===== src/rtl/mem_pkg.sv =====
// Shared widths, depth and encodings for the mem_responder memory slave.
package mem_pkg;

  localparam int unsigned ADR_W  = 6;
  localparam int unsigned DATA_W = 8;
  localparam int unsigned DEPTH  = 64;

  typedef enum logic [1:0] {
    ST_CLEAR,
    ST_IDLE,
    ST_WAIT,
    ST_DONE
  } state_e;

  // Latched CPU operation; OP_ERR marks a request with rd_mem and wr_mem both set.
  typedef enum logic [1:0] {
    OP_RD,
    OP_WR,
    OP_ERR
  } op_e;

endpackage


===== src/rtl/mem_array.sv =====
// 64x8 single-port storage: synchronous write, combinational read on the same address.
module mem_array
  import mem_pkg::*;
(
  input  logic              clk,
  input  logic              we,
  input  logic [ADR_W-1:0]  adr,
  input  logic [DATA_W-1:0] wdata,
  output logic [DATA_W-1:0] rdata
);

  logic [DATA_W-1:0] mem_q [DEPTH];

  always_ff @(posedge clk) begin
    if (we) begin
      mem_q[adr] <= wdata;
    end
  end

  assign rdata = mem_q[adr];

endmodule


===== src/rtl/mem_responder.sv =====
// Wait-state memory slave with post-reset clear sweep and an idle-time preload port.
module mem_responder
  import mem_pkg::*;
#(
  parameter int unsigned WAIT_STATES    = 1,
  parameter bit          CLEAR_ON_RESET = 1'b1
) (
  input  logic              clk,
  input  logic              reset,
  input  logic [ADR_W-1:0]  adr_bus,
  input  logic              rd_mem,
  input  logic              wr_mem,
  input  logic [DATA_W-1:0] data_bus_out,
  output logic [DATA_W-1:0] data_bus_in,
  output logic              mem_ready,
  output logic              bus_err,
  output logic              clearing,
  input  logic              load_valid,
  output logic              load_ready,
  input  logic [ADR_W-1:0]  load_adr,
  input  logic [DATA_W-1:0] load_data
);

  localparam state_e     RESET_STATE = CLEAR_ON_RESET ? ST_CLEAR : ST_IDLE;
  localparam logic [2:0] WAIT_LAST   = 3'(WAIT_STATES - 1);

  state_e            state_q, state_d;
  logic [ADR_W-1:0]  clr_cnt_q, clr_cnt_d;
  logic [2:0]        wait_cnt_q, wait_cnt_d;
  op_e               op_q, op_d;
  logic [ADR_W-1:0]  adr_q, adr_d;
  logic [DATA_W-1:0] wdata_q, wdata_d;
  logic [DATA_W-1:0] rdata_q, rdata_d;
  logic              bus_err_q, bus_err_d;

  op_e               req_op;
  logic              commit;
  op_e               cmt_op;
  logic              arr_we;
  logic [ADR_W-1:0]  arr_adr;
  logic [DATA_W-1:0] arr_wdata;
  logic [DATA_W-1:0] arr_rdata;

  always_comb begin
    req_op = OP_RD;
    if (rd_mem && wr_mem) begin
      req_op = OP_ERR;
    end else if (wr_mem) begin
      req_op = OP_WR;
    end
  end

  // Single write port: the clear sweep, a committing CPU access and an accepted
  // load are mutually exclusive by state, so one mux picks the array address.
  always_comb begin
    state_d    = state_q;
    clr_cnt_d  = clr_cnt_q;
    wait_cnt_d = wait_cnt_q;
    op_d       = op_q;
    adr_d      = adr_q;
    wdata_d    = wdata_q;
    bus_err_d  = bus_err_q;
    commit     = 1'b0;
    cmt_op     = op_q;
    arr_we     = 1'b0;
    arr_adr    = adr_q;
    arr_wdata  = wdata_q;

    unique case (state_q)
      ST_CLEAR: begin
        arr_we    = 1'b1;
        arr_adr   = clr_cnt_q;
        arr_wdata = '0;
        clr_cnt_d = clr_cnt_q + 6'd1;
        if (clr_cnt_q == '1) begin
          state_d = ST_IDLE;
        end
      end
      ST_IDLE: begin
        if (rd_mem || wr_mem) begin
          op_d    = req_op;
          adr_d   = adr_bus;
          wdata_d = data_bus_out;
          if (req_op == OP_ERR) begin
            bus_err_d = 1'b1;
          end
          if (WAIT_STATES == 0) begin
            // Zero wait states: the access commits on the sampling edge itself.
            state_d   = ST_DONE;
            commit    = 1'b1;
            cmt_op    = req_op;
            arr_adr   = adr_bus;
            arr_wdata = data_bus_out;
          end else begin
            state_d    = ST_WAIT;
            wait_cnt_d = '0;
          end
        end else if (load_valid) begin
          arr_we    = 1'b1;
          arr_adr   = load_adr;
          arr_wdata = load_data;
        end
      end
      ST_WAIT: begin
        if (wait_cnt_q == WAIT_LAST) begin
          state_d = ST_DONE;
          commit  = 1'b1;
        end else begin
          wait_cnt_d = wait_cnt_q + 3'd1;
        end
      end
      ST_DONE: begin
        state_d = ST_IDLE;
      end
      default: begin
        state_d = RESET_STATE;
      end
    endcase

    if (commit && (cmt_op == OP_WR)) begin
      arr_we = 1'b1;
    end
  end

  assign rdata_d = (commit && (cmt_op == OP_RD)) ? arr_rdata : rdata_q;

  always_ff @(posedge clk) begin
    if (reset) begin
      state_q    <= RESET_STATE;
      clr_cnt_q  <= '0;
      wait_cnt_q <= '0;
      op_q       <= OP_RD;
      adr_q      <= '0;
      wdata_q    <= '0;
      rdata_q    <= '0;
      bus_err_q  <= 1'b0;
    end else begin
      state_q    <= state_d;
      clr_cnt_q  <= clr_cnt_d;
      wait_cnt_q <= wait_cnt_d;
      op_q       <= op_d;
      adr_q      <= adr_d;
      wdata_q    <= wdata_d;
      rdata_q    <= rdata_d;
      bus_err_q  <= bus_err_d;
    end
  end

  // Reset blocks every array write, which aborts an in-flight access.
  mem_array u_array (
    .clk   (clk),
    .we    (arr_we && !reset),
    .adr   (arr_adr),
    .wdata (arr_wdata),
    .rdata (arr_rdata)
  );

  assign data_bus_in = rdata_q;
  assign mem_ready   = (state_q == ST_DONE);
  assign bus_err     = bus_err_q;
  assign clearing    = (state_q == ST_CLEAR);
  assign load_ready  = (state_q == ST_IDLE) && !rd_mem && !wr_mem;

endmodule


===== config.mk =====
export PLATFORM = sky130hd
export DESIGN_NAME = mem_responder
export DESIGN_NICKNAME = d
export VERILOG_FILES = /design/src/rtl/mem_pkg.sv /design/src/rtl/mem_array.sv /design/src/rtl/mem_responder.sv
export SDC_FILE = /design/constraint.sdc
export NUM_CORES = 1
export LEC_CHECK = 0
export BUFFER_PORTS_ARGS = -buffer_cell sky130_fd_sc_hd__buf_4
export CORE_ASPECT_RATIO = 1.25
export CORE_MARGIN = 5
export CORE_UTILIZATION = 55
export DETAILED_ROUTE_END_ITERATION = 8
export PLACE_DENSITY = 0.75
export SLEW_MARGIN = 20
export SYNTH_ARGS = -nofsm -noshare
export SYNTH_HDL_FRONTEND = slang
export SYNTH_SLANG_ARGS = --single-unit

===== constraint.sdc =====
create_clock -name clk -period 3.9 [get_ports clk]
set_input_delay 0.78 -clock clk [delete_from_list [all_inputs] [get_ports clk]]
set_output_delay 0.78 -clock clk [all_outputs]
set_load 0.005 [all_outputs]

==> flow_summary_export.csv, run 1 <==
group,metric,value,unit
power_and_ir_drop,leakage,9.10,nW
yosys,synth-compound-area-share,9.23,%
cts,cts_buffers,50,
drt,ant_nets,0,
min_path,holdCritPathClass,"in2reg",
cells_and_area,drive_gt1_share,21.5,%
status,outcome,"finished clean",
timing,slew_viol_final,0,
die,die_area,44300,um2
die,die_x,189,um
setup_path,cp-start-kind,"flip-flop",
cells_and_area,antenna_cells,0,
die,core,39900,um2
timing,postLayoutSetupSlackWorst,0.177,ns
global_route,grt_pass1_vias,14100,
place,dp_hpwl,39.6,mm
yosys,netlist.area_leader.share,69.7,%
power_and_ir_drop,seqPwrFrac,40.6,%
run,maxCapViolations,0,
yosys,synth_nets,1550,
timing,relSlewSlack,23.8,%
cts,post-cts-setup-buffers,0,
yosys,ys_warn_count,0,
power_and_ir_drop,switching_share,31.5,%
place,port_buffers,44,
power_and_ir_drop,ir_drop,0.320,mV
drt,drt_wl_total,61.9,mm
yosys,synth-xor-area-share,0.238,%
global_route,grt_overflow,0,
power_and_ir_drop,p_switching,0.00513,W
cts,clk_pin_slew_worst_paths,0.07,ns
drt,vias_per_cell,6.56,
cells_and_area,final_cell_mix,"edfxtp_1, nand2_1, buf_4",
yosys,ys_types,70,
timing,finalHoldViolCount,0,
cells_and_area,finalCoreUtilization,64.3,%
drt,vias,14600,
die,start_util,55.3,%
die,placementRows,82,
setup_path,worst_ep_required_time,4.43,ns
drt,detail_route.first_pass.iterations,6,
cts,holdBufCountCts,0,
cts,cts_sinks,548,
power_and_ir_drop,power.density,634,nW/um2
drt,first_iter_violations,2058,
timing,whs,0.436,ns
yosys,synth_area_leaders,"edfxtp_1, nand2_1, mux4_2",
place,place_congestion,0.943,
yosys,syn_area,22100,um2
power_and_ir_drop,p_clk_share,31.9,%
timing,min_period_over_period,95.5,%
yosys,synth-simple-area-share,9.34,%
yosys,synth.avg_cell_area,14.6,um2
global_route,antenna_found_initial,0,
cells_and_area,synthToLayoutAreaGrowth,16.3,%
yosys,muxShareOfSynthArea,5.27,%
die,die_y,234,um
yosys,synth_area_leader_cell,"edfxtp_1",
timing,rsz0062_at_grt,"false",
setup_path,critPathCaptureType,"flip-flop",
cts,max-clock-path-buffers,3,
cells_and_area,stdcell_count,2222,
setup_path,critPathMaxFanout,11,
timing,setup_violations,0,
power_and_ir_drop,combPwrFrac,27.4,%
cts,cts_tree,"yes",
power_and_ir_drop,internal-power,0.0111,W
yosys,synth_edf_count,512,
cells_and_area,final_common_cell,"edfxtp_1",
cells_and_area,fin_nets,1716,
cts,cts-htree-levels,2,
drt,drc_errors,0,
yosys,netlist_instances,1510,
yosys,synth_ff_type,"edfxtp_1",
setup_path,setup.worst_path.class,"reg2reg",
yosys,synth_fa_ha_area_share,0.397,%
drt,wl_per_cell,27.9,um
timing,finalClockSkew,0.0149,ns
yosys,ys_ff_latch,548,
place,pre_cts_slack,-0.131,ns
setup_path,worstPathArrival,4.25,ns
cts,cts_resized,0,
global_route,grt_max_degree,69,
global_route,grt_pass1_wl,90.8,mm
yosys,synthArstFlopShare,0,%
cts,cts-root-buf,"clkbuf_16",
yosys,ys_seq_area_share,72.9,%
place,postPlaceCellArea,23900,um2
timing,fin_crit,3.72,ns
cts,clk_latency,0.58,ns
cells_and_area,postLayoutCellArea,25700,um2
timing,fmax,269,MHz
cells_and_area,num-fill-cells,2686,
place,dp_cells,2128,
timing,tightest_slew,1.14,ns
die,pin_count,45,
yosys,synth_top_family_by_area,"simple AND/OR/NAND/NOR gates",
global_route,grtUsageTotal,27.6,%
metrics by stage:
stage	TNS, ns	total power (W)
floorplan	0	0.00944
global placement	-0.0830	0.0110
detailed placement	-0.131	0.0111
CTS	0	0.0162
global route	0	0.0167
finish	0	0.0163
critical path, cell delays in order, from the launching register on:
cell and delay [ns]:
dfxtp_1 0.34, inv_1 0.08, ha_1 0.35, and4bb_2 0.43
a22oi_1 0.17, and2_2 0.32, nor2_1 0.89, a221oi_1 0.25
o22ai_1 0.24, nor2_1 0.06, nor3_1 0.35, o41a_1 0.17
cell families (layout without fill, tap and decap cells):
| family | count (synthesis) | count (layout) |
|---|---|---|
| xor gates and xnor gates | 6 | 6 |
| buffers and inverters | 101 | 309 |
| adders and majority gates | 7 | 7 |
| AOI/OAI and AO/OA | 301 | 301 |
| DFF | 548 | 548 |
| muxes | 63 | 63 |
| and+or+nand+nor | 484 | 484 |
synthesized netlist by cell type, drive strengths merged (18+ instances only):
library cell and count:
nand2 260, mux4 42, a21oi 121, a221oi 19, o21ai 18, a211oi 29
edfxtp 512, nor2 107, nand3 62, buf 78, a22oi 25, dfxtp 36
nor3 18
power groups by stage:
| stage | registers, W | logic (W) | clock network [W] |
|---|---|---|---|
| 2_1_floorplan | 0.00672 | 0.00272 | 0 |
| 3_3_place_gp | 0.00673 | 0.00425 | 0 |
| 3_5_place_dp | 0.00673 | 0.00433 | 0 |
| 4_1_cts | 0.00661 | 0.00437 | 0.00522 |
| 5_1_grt | 0.00662 | 0.00463 | 0.00549 |
| 6_report | 0.00661 | 0.00446 | 0.00519 |
layout make-up:
type                            count  area, um2  area share (%)
Tap cell                          504        631            2.46
Sequential cell                   548      16100            62.7
Timing Repair Buffer              209       1690            6.60
Clock inverter                     37        414            1.61
Multi-Input combinational cell    861       5460            21.3
Clock buffer                       57       1340            5.23
Inverter                            6       22.5          0.0878
routing by layer:
layer | part of all wire (%) | global-route usage, % | routed length (um) | vias up
met2 | 48 | 45.7 | 29900 | 1019
li1 | - | - | - | 6157
met1 | 36 | 35.9 | 22400 | 7206
met5 | 0 | 0 | 0 | -
met4 | 5.3 | 12.8 | 3290 | 0
met3 | 10 | 5.09 | 6390 | 185
registers in the layout, indices dropped and copies added (netlist names):
register	count
wdata_q	8
u_array.mem_q	512
data_bus_in	8
bus_err	1
wait_cnt_q	3
adr_q	6
cmt_op	2
state_q	2
clr_cnt_q	6
worst paths after layout:
| check | from | to | slack [ns] | depth (start not counted) |
|---|---|---|---|---|
| worst min-delay path | rd_mem | cmt_op[0] | 0.44 | 2 |
| worst max-delay path | state_q[1] | data_bus_in[5] | 0.18 | 11 |
| worst min register to register | bus_err | bus_err | 0.45 | 2 |
| worst max register to register | state_q[1] | data_bus_in[5] | 0.18 | 11 |
Power figures use the tool's default switching activity.
==> run 2, diff against run 1 <==
==> constraint.sdc (replaced) <==
create_clock -name clk -period 3.89 [get_ports clk]
set_input_delay 0.778 -clock clk [delete_from_list [all_inputs] [get_ports clk]]
set_output_delay 0.778 -clock clk [all_outputs]
set_load 0.005 [all_outputs]
==> run 2 against run 1 <==
Net effect: total power shrank 1.2%; final cell count grew 0.32%; via count grew 1.2%; global-route usage grew 1.0 points; clock-buffer cell count grew 5; largest power group unchanged; design area shrank 0.18%; utilization shrank 0.12 points; clock power shrank 7.7%; critical endpoint is now data_bus_in[3]; combinational power grew 4%; clock skew grew 0.0055 ns.
==> flow_summary_export.csv, run 2 (synthesis gave the netlist of run 1 again) <==
group,metric,value,unit
setup_path,setup.worst_path.class,"reg2reg",
setup_path,crit_top_cell,"a21oi_1",
power_and_ir_drop,ir_drop,0.400,mV
timing,finalHoldViolCount,0,
cells_and_area,fin_nets,1725,
cts,cts_tree,"yes",
die,die_area,44300,um2
status,outcome,"finished clean",
setup_path,critPathTopFamily,"compound AO/OA/AOI/OAI gates",
cts,cts-root-buf,"clkbuf_16",
power_and_ir_drop,p_clk_share,29.8,%
die,die_x,189,um
cells_and_area,final_common_cell,"edfxtp_1",
power_and_ir_drop,switching_share,32.4,%
place,port_buffers,44,
die,start_util,55.3,%
drt,wl_per_cell,28.7,um
global_route,grtUsageTotal,28.6,%
cts,cts_buffers,51,
setup_path,cp.buffers_inverters,3,
die,placementRows,82,
timing,tns,0,ns
drt,detail_route.first_pass.iterations,6,
die,die_y,234,um
power_and_ir_drop,leakage,9.07,nW
place,dp_hpwl,41.2,mm
cells_and_area,synthToLayoutAreaGrowth,16.0,%
timing,finalClockSkew,0.0203,ns
drt,ant_nets,0,
cts,cts-htree-levels,2,
timing,fmax,265,MHz
power_and_ir_drop,combPwrFrac,29.0,%
timing,relSlewSlack,33.2,%
cells_and_area,postLayoutCellArea,25600,um2
setup_path,worstPathArrival,4.21,ns
drt,drt_wl_total,63.9,mm
cts,max-clock-path-buffers,3,
setup_path,critPathCaptureType,"flip-flop",
timing,setup_violations,0,
power_and_ir_drop,seqPwrFrac,41.2,%
drt,vias_per_cell,6.62,
global_route,grt_pass1_vias,14300,
drt,vias,14700,
cells_and_area,regMostFlops,"u_array.mem_q",
global_route,grt_pass1_wl,94.2,mm
cts,clk_latency,0.58,ns
cells_and_area,antenna_cells,0,
setup_path,cp-start-kind,"flip-flop",
power_and_ir_drop,p_switching,0.00520,W
timing,tightest_slew,0.998,ns
cts,clk_pin_slew_worst_paths,0.07,ns
cells_and_area,final_cell_mix,"edfxtp_1, nand2_1, buf_4",
drt,first_iter_violations,2241,
die,core,39900,um2
min_path,holdCritPathClass,"in2reg",
drt,drc_errors,0,
global_route,grt_overflow,0,
cells_and_area,num-fill-cells,2719,
global_route,antenna_found_initial,1,
cells_and_area,drive_gt1_share,21.2,%
power_and_ir_drop,power.density,628,nW/um2
run,maxCapViolations,0,
setup_path,crit_slowest_cell,"mux4_2",
global_route,grt_max_degree,77,
setup_path,critPathMaxFanout,19,
setup_path,path_cells,"inv_1 -> ha_1 -> nand2b_1 -> and3_1 -> a221oi_4 -> buf_12 -> buf_4 -> mux4_2 -> a221oi_1 -> a21oi_1 -> a21oi_1 -> a211oi_1",
timing,min_period_over_period,97.0,%
timing,fin_crit,3.77,ns
place,place_congestion,1.01,
setup_path,crit_path_max_incr_delay,0.59,ns
die,pin_count,45,
timing,rsz0062_at_grt,"false",
cells_and_area,largest_reg_flops,512,
timing,slew_viol_final,0,
place,postPlaceCellArea,24000,um2
setup_path,worst_ep_required_time,4.33,ns
cts,cts_sinks,548,
power_and_ir_drop,internal-power,0.0109,W
run 2: cell types whose count changed in the layout (fill, tap and decap cells not counted), moves of 2 or more:
cell and change:
bufinv_16 -6, clkbuf_1 +5, clkinv_1 +5, clkinv_2 -4, buf_4 +3, buf_12 +2, buf_6 +2
run 2: final timing paths:
check | startpoint | to | slack (ns) | cells after the start
setup / recovery | state_q[1] | data_bus_in[3] | 0.12 | 12
hold / removal | rd_mem | cmt_op[0] | 0.44 | 2
hold reg to reg | bus_err | bus_err | 0.46 | 2
setup reg to reg | state_q[1] | data_bus_in[3] | 0.12 | 12
run 2: per-stage QoR:
step | hold WS (ns) | worst slack [ns] | power [W] | instances | utilization (%)
floorplan | 0.432 | 0.563 | 0.00947 | 1510 | -
global placement | 0.436 | -0.0541 | 0.0111 | 2133 | 60.1
detailed placement | 0.442 | -0.137 | 0.0112 | 2133 | 60.1
CTS | 0.413 | 0.0266 | 0.0159 | 2226 | 64.1
global route | 0.440 | 0.00831 | 0.0165 | 2229 | 64.2
finish | 0.436 | 0.119 | 0.0161 | 2229 | 64.2
run 2: power by group through the flow:
| stage | sequential [W] | clock (W) | combinational [W] |
|---|---|---|---|
| floorplan | 0.00673 | 0 | 0.00273 |
| global placement | 0.00675 | 0 | 0.00437 |
| detailed placement | 0.00675 | 0 | 0.00443 |
| CTS | 0.00663 | 0.00482 | 0.00446 |
| global route | 0.00664 | 0.00507 | 0.00484 |
| finish | 0.00663 | 0.00479 | 0.00466 |
run 2: routing by layer:
metal  wire length, um  up-vias  track usage [%]
met5                13        -                0
met4              4140        2             15.4
met3              7330      239             6.33
met2             30100     1119             45.8
met1             22300     7207             36.9
li1                  -     6179                -
run 2: cell type report:
cell class | count | area, um2 | area share (%)
well taps | 504 | 631 | 2.46
flip-flops and latches | 548 | 16100 | 62.8
clock inverters | 31 | 230 | 0.899
multi-input cells | 861 | 5470 | 21.4
repair buffers | 217 | 1800 | 7.04
clock buffers | 62 | 1360 | 5.31
inverters | 6 | 22.5 | 0.0879
run 2: worst reg2reg max path, stage by stage, from the launching register on:
cell and delay [ns]:
dfxtp_1 0.37, inv_1 0.08, ha_1 0.31, nand2b_1 0.29, and3_1 0.28, a221oi_4 0.31
buf_12 0.24, buf_4 0.17, mux4_2 0.59, a221oi_1 0.37, a21oi_1 0.08, a21oi_1 0.39
a211oi_1 0.14
run 2: repair_timing:
action	CTS	global route
hold buffers	0	0
setup endpoints to repair	1	4
buffers inserted	0	1
pin swaps	0	1
gates resized for setup	1	3
cloned	0	2
==> run 3, diff against run 2 <==
--- a/config.mk
+++ b/config.mk
@@ -11,6 +11,7 @@
 export CORE_UTILIZATION = 55
 export DETAILED_ROUTE_END_ITERATION = 8
 export PLACE_DENSITY = 0.75
+export SETUP_SLACK_MARGIN = 0.4
 export SLEW_MARGIN = 20
 export SYNTH_ARGS = -nofsm -noshare
 export SYNTH_HDL_FRONTEND = slang
==> run 3 against run 2 <==
Net effect: via count increased by 0.46%; critical endpoint unchanged; die area unchanged; fmax increased by 10%; design area increased by 0.75%; sequential power about the same; utilization increased by 0.48 points.
==> flow_summary_export.csv, run 3 (synthesis gave the netlist of run 1 again) <==
group,metric,value,unit
power_and_ir_drop,power.density,632,nW/um2
setup_path,rrSetupSlack,0.48,ns
drt,vias,14800,
setup_path,critPathCaptureType,"flip-flop",
drt,ant_nets,0,
timing,rsz0062_at_grt,"true",
min_path,min_path_cells,2,
cts,cts-root-buf,"clkbuf_16",
power_and_ir_drop,ir_drop,0.397,mV
setup_path,critPathMaxFanout,19,
timing,finalHoldViolCount,0,
setup_path,crit_slowest_cell,"mux4_2",
global_route,grt_pass1_vias,14500,
place,postPlaceCellArea,24000,um2
cells_and_area,postLayoutCellArea,25800,um2
setup_path,r2r-start,"state_q[1]",
setup_path,crit_path_max_incr_delay,0.61,ns
setup_path,critPathTopFamily,"compound AO/OA/AOI/OAI gates",
die,start_util,55.3,%
status,outcome,"finished clean",
setup_path,worstPathArrival,3.85,ns
cts,holdBufCountCts,0,
setup_path,cp-start-kind,"flip-flop",
cells_and_area,num-fill-cells,2696,
die,die_y,234,um
cells_and_area,synthToLayoutAreaGrowth,16.9,%
timing,setup_violations,0,
die,die_x,189,um
cells_and_area,fin_nets,1729,
timing,slew_viol_final,0,
timing,fin_crit,3.41,ns
drt,wl_per_cell,28.9,um
setup_path,cp.buffers_inverters,2,
cts,cts-htree-levels,2,
timing,tightest_slew,0.902,ns
cells_and_area,final_common_cell,"edfxtp_1",
cells_and_area,antenna_cells,0,
global_route,grt_pass1_wl,95.7,mm
timing,min_period_over_period,87.8,%
drt,detail_route.first_pass.iterations,6,
drt,drc_errors,0,
timing,finalClockSkew,0.0194,ns
cts,clk_latency,0.58,ns
min_path,holdPathEnd,"cmt_op[0]",
cts,cts_tree,"yes",
cells_and_area,drive_gt1_share,22.6,%
cells_and_area,largest_reg_flops,512,
place,pre_cts_slack,-0.137,ns
place,port_buffers,44,
cells_and_area,regMostFlops,"u_array.mem_q",
setup_path,r2r_end,"data_bus_in[3]",
drt,drt_wl_total,64.6,mm
cells_and_area,final_cell_mix,"edfxtp_1, nand2_1, buf_4",
global_route,antenna_found_initial,1,
min_path,min_from,"rd_mem",
global_route,grt_max_degree,65,
timing,postLayoutSetupSlackWorst,0.476,ns
timing,relSlewSlack,39.4,%
setup_path,reg2regPathDepth,11,
drt,first_iter_violations,2178,
place,place_congestion,1.01,
setup_path,setup.worst_path.class,"reg2reg",
place,dp_hpwl,41.2,mm
global_route,grtUsageTotal,29.1,%
die,die_area,44300,um2
die,core,39900,um2
timing,fmax,293,MHz
cts,cts_sinks,548,
cts,cts_buffers,51,
min_path,holdCritPathClass,"in2reg",
drt,vias_per_cell,6.63,
run,maxCapViolations,0,
setup_path,worst_ep_required_time,4.33,ns
die,pin_count,45,
cts,clk_pin_slew_worst_paths,0.06,ns
power_and_ir_drop,leakage,9.14,nW
die,placementRows,82,
setup_path,path_cells,"inv_1 -> ha_2 -> nand2b_2 -> and3_1 -> a221oi_4 -> buf_12 -> mux4_2 -> a221oi_2 -> a21oi_1 -> a21oi_2 -> a211oi_1",
global_route,grt_overflow,0,
cts,max-clock-path-buffers,3,
-- run 3: per-stage QoR --
step	hold slack, ns	cells	util, %	power [W]	setup TNS (ns)
6_report	0.435	2233	64.7	0.0163	0
5_1_grt	0.439	2233	64.7	0.0168	0
4_1_cts	0.413	2233	64.4	0.0161	0
3_5_place_dp	0.442	2133	60.1	0.0112	-0.158
3_3_place_gp	0.436	2133	60.1	0.0111	-0.0541
2_1_floorplan	0.432	1510	-	0.00947	0
-- run 3: worst reg2reg max path, stage by stage (launching register included) --
cell      delay, ns
dfxtp_2        0.35
inv_1          0.07
ha_2           0.24
nand2b_2       0.25
and3_1         0.25
a221oi_4       0.37
buf_12         0.29
mux4_2         0.63
a221oi_2       0.31
a21oi_1        0.10
a21oi_2        0.27
a211oi_1       0.15
-- run 3: how the worst max path moves through the flow --
stage | from | to | slack [ns] | cells past startpoint
finish | state_q[1] | data_bus_in[3] | 0.48 | 11
global placement | wr_mem | data_bus_in[2] | -0.05 | 12
detailed placement | wr_mem | data_bus_in[2] | -0.14 | 12
CTS | state_q[1] | data_bus_in[0] | 0.41 | 13
floorplan | wr_mem | u_array.mem_q[8][0] | 0.56 | 10
global route | state_q[1] | data_bus_in[3] | 0.39 | 11
-- run 3: report_power, final --
part	internal, W	switching, W	total, W
clock network	0.00268	0.00211	0.00479
registers	0.00656	0.0000657	0.00663
logic	0.00177	0.00313	0.00490
-- run 3: per-layer routing --
layer  routed length, um  global-route usage (%)  share of wire, %
met4                4180                    15.7               6.5
met3                7560                    6.79                12
met2               30500                    46.6                47
met5                  13                       0             0.020
met1               22300                    37.4                35
-- run 3: timing repair --
item / 4_1_cts / 5_1_grt
resized for setup: 12 / 18
gates cloned: 2 / 0
endpoints found under the hold margin: 0 / 0
buffers inserted: 5 / 0
endpoints found under the setup margin: 92 / 349
pin swaps: 1 / 0
-- run 3: final cells by class --
cell class	instances	area, um2	share of cell area (%)
flip-flops and latches	548	16100	62.4
multi-input cells	861	5580	21.6
repair buffers	221	1890	7.31
clock buffers	62	1360	5.27
well taps	504	631	2.44
clock inverters	31	230	0.892
inverters	6	22.5	0.0873
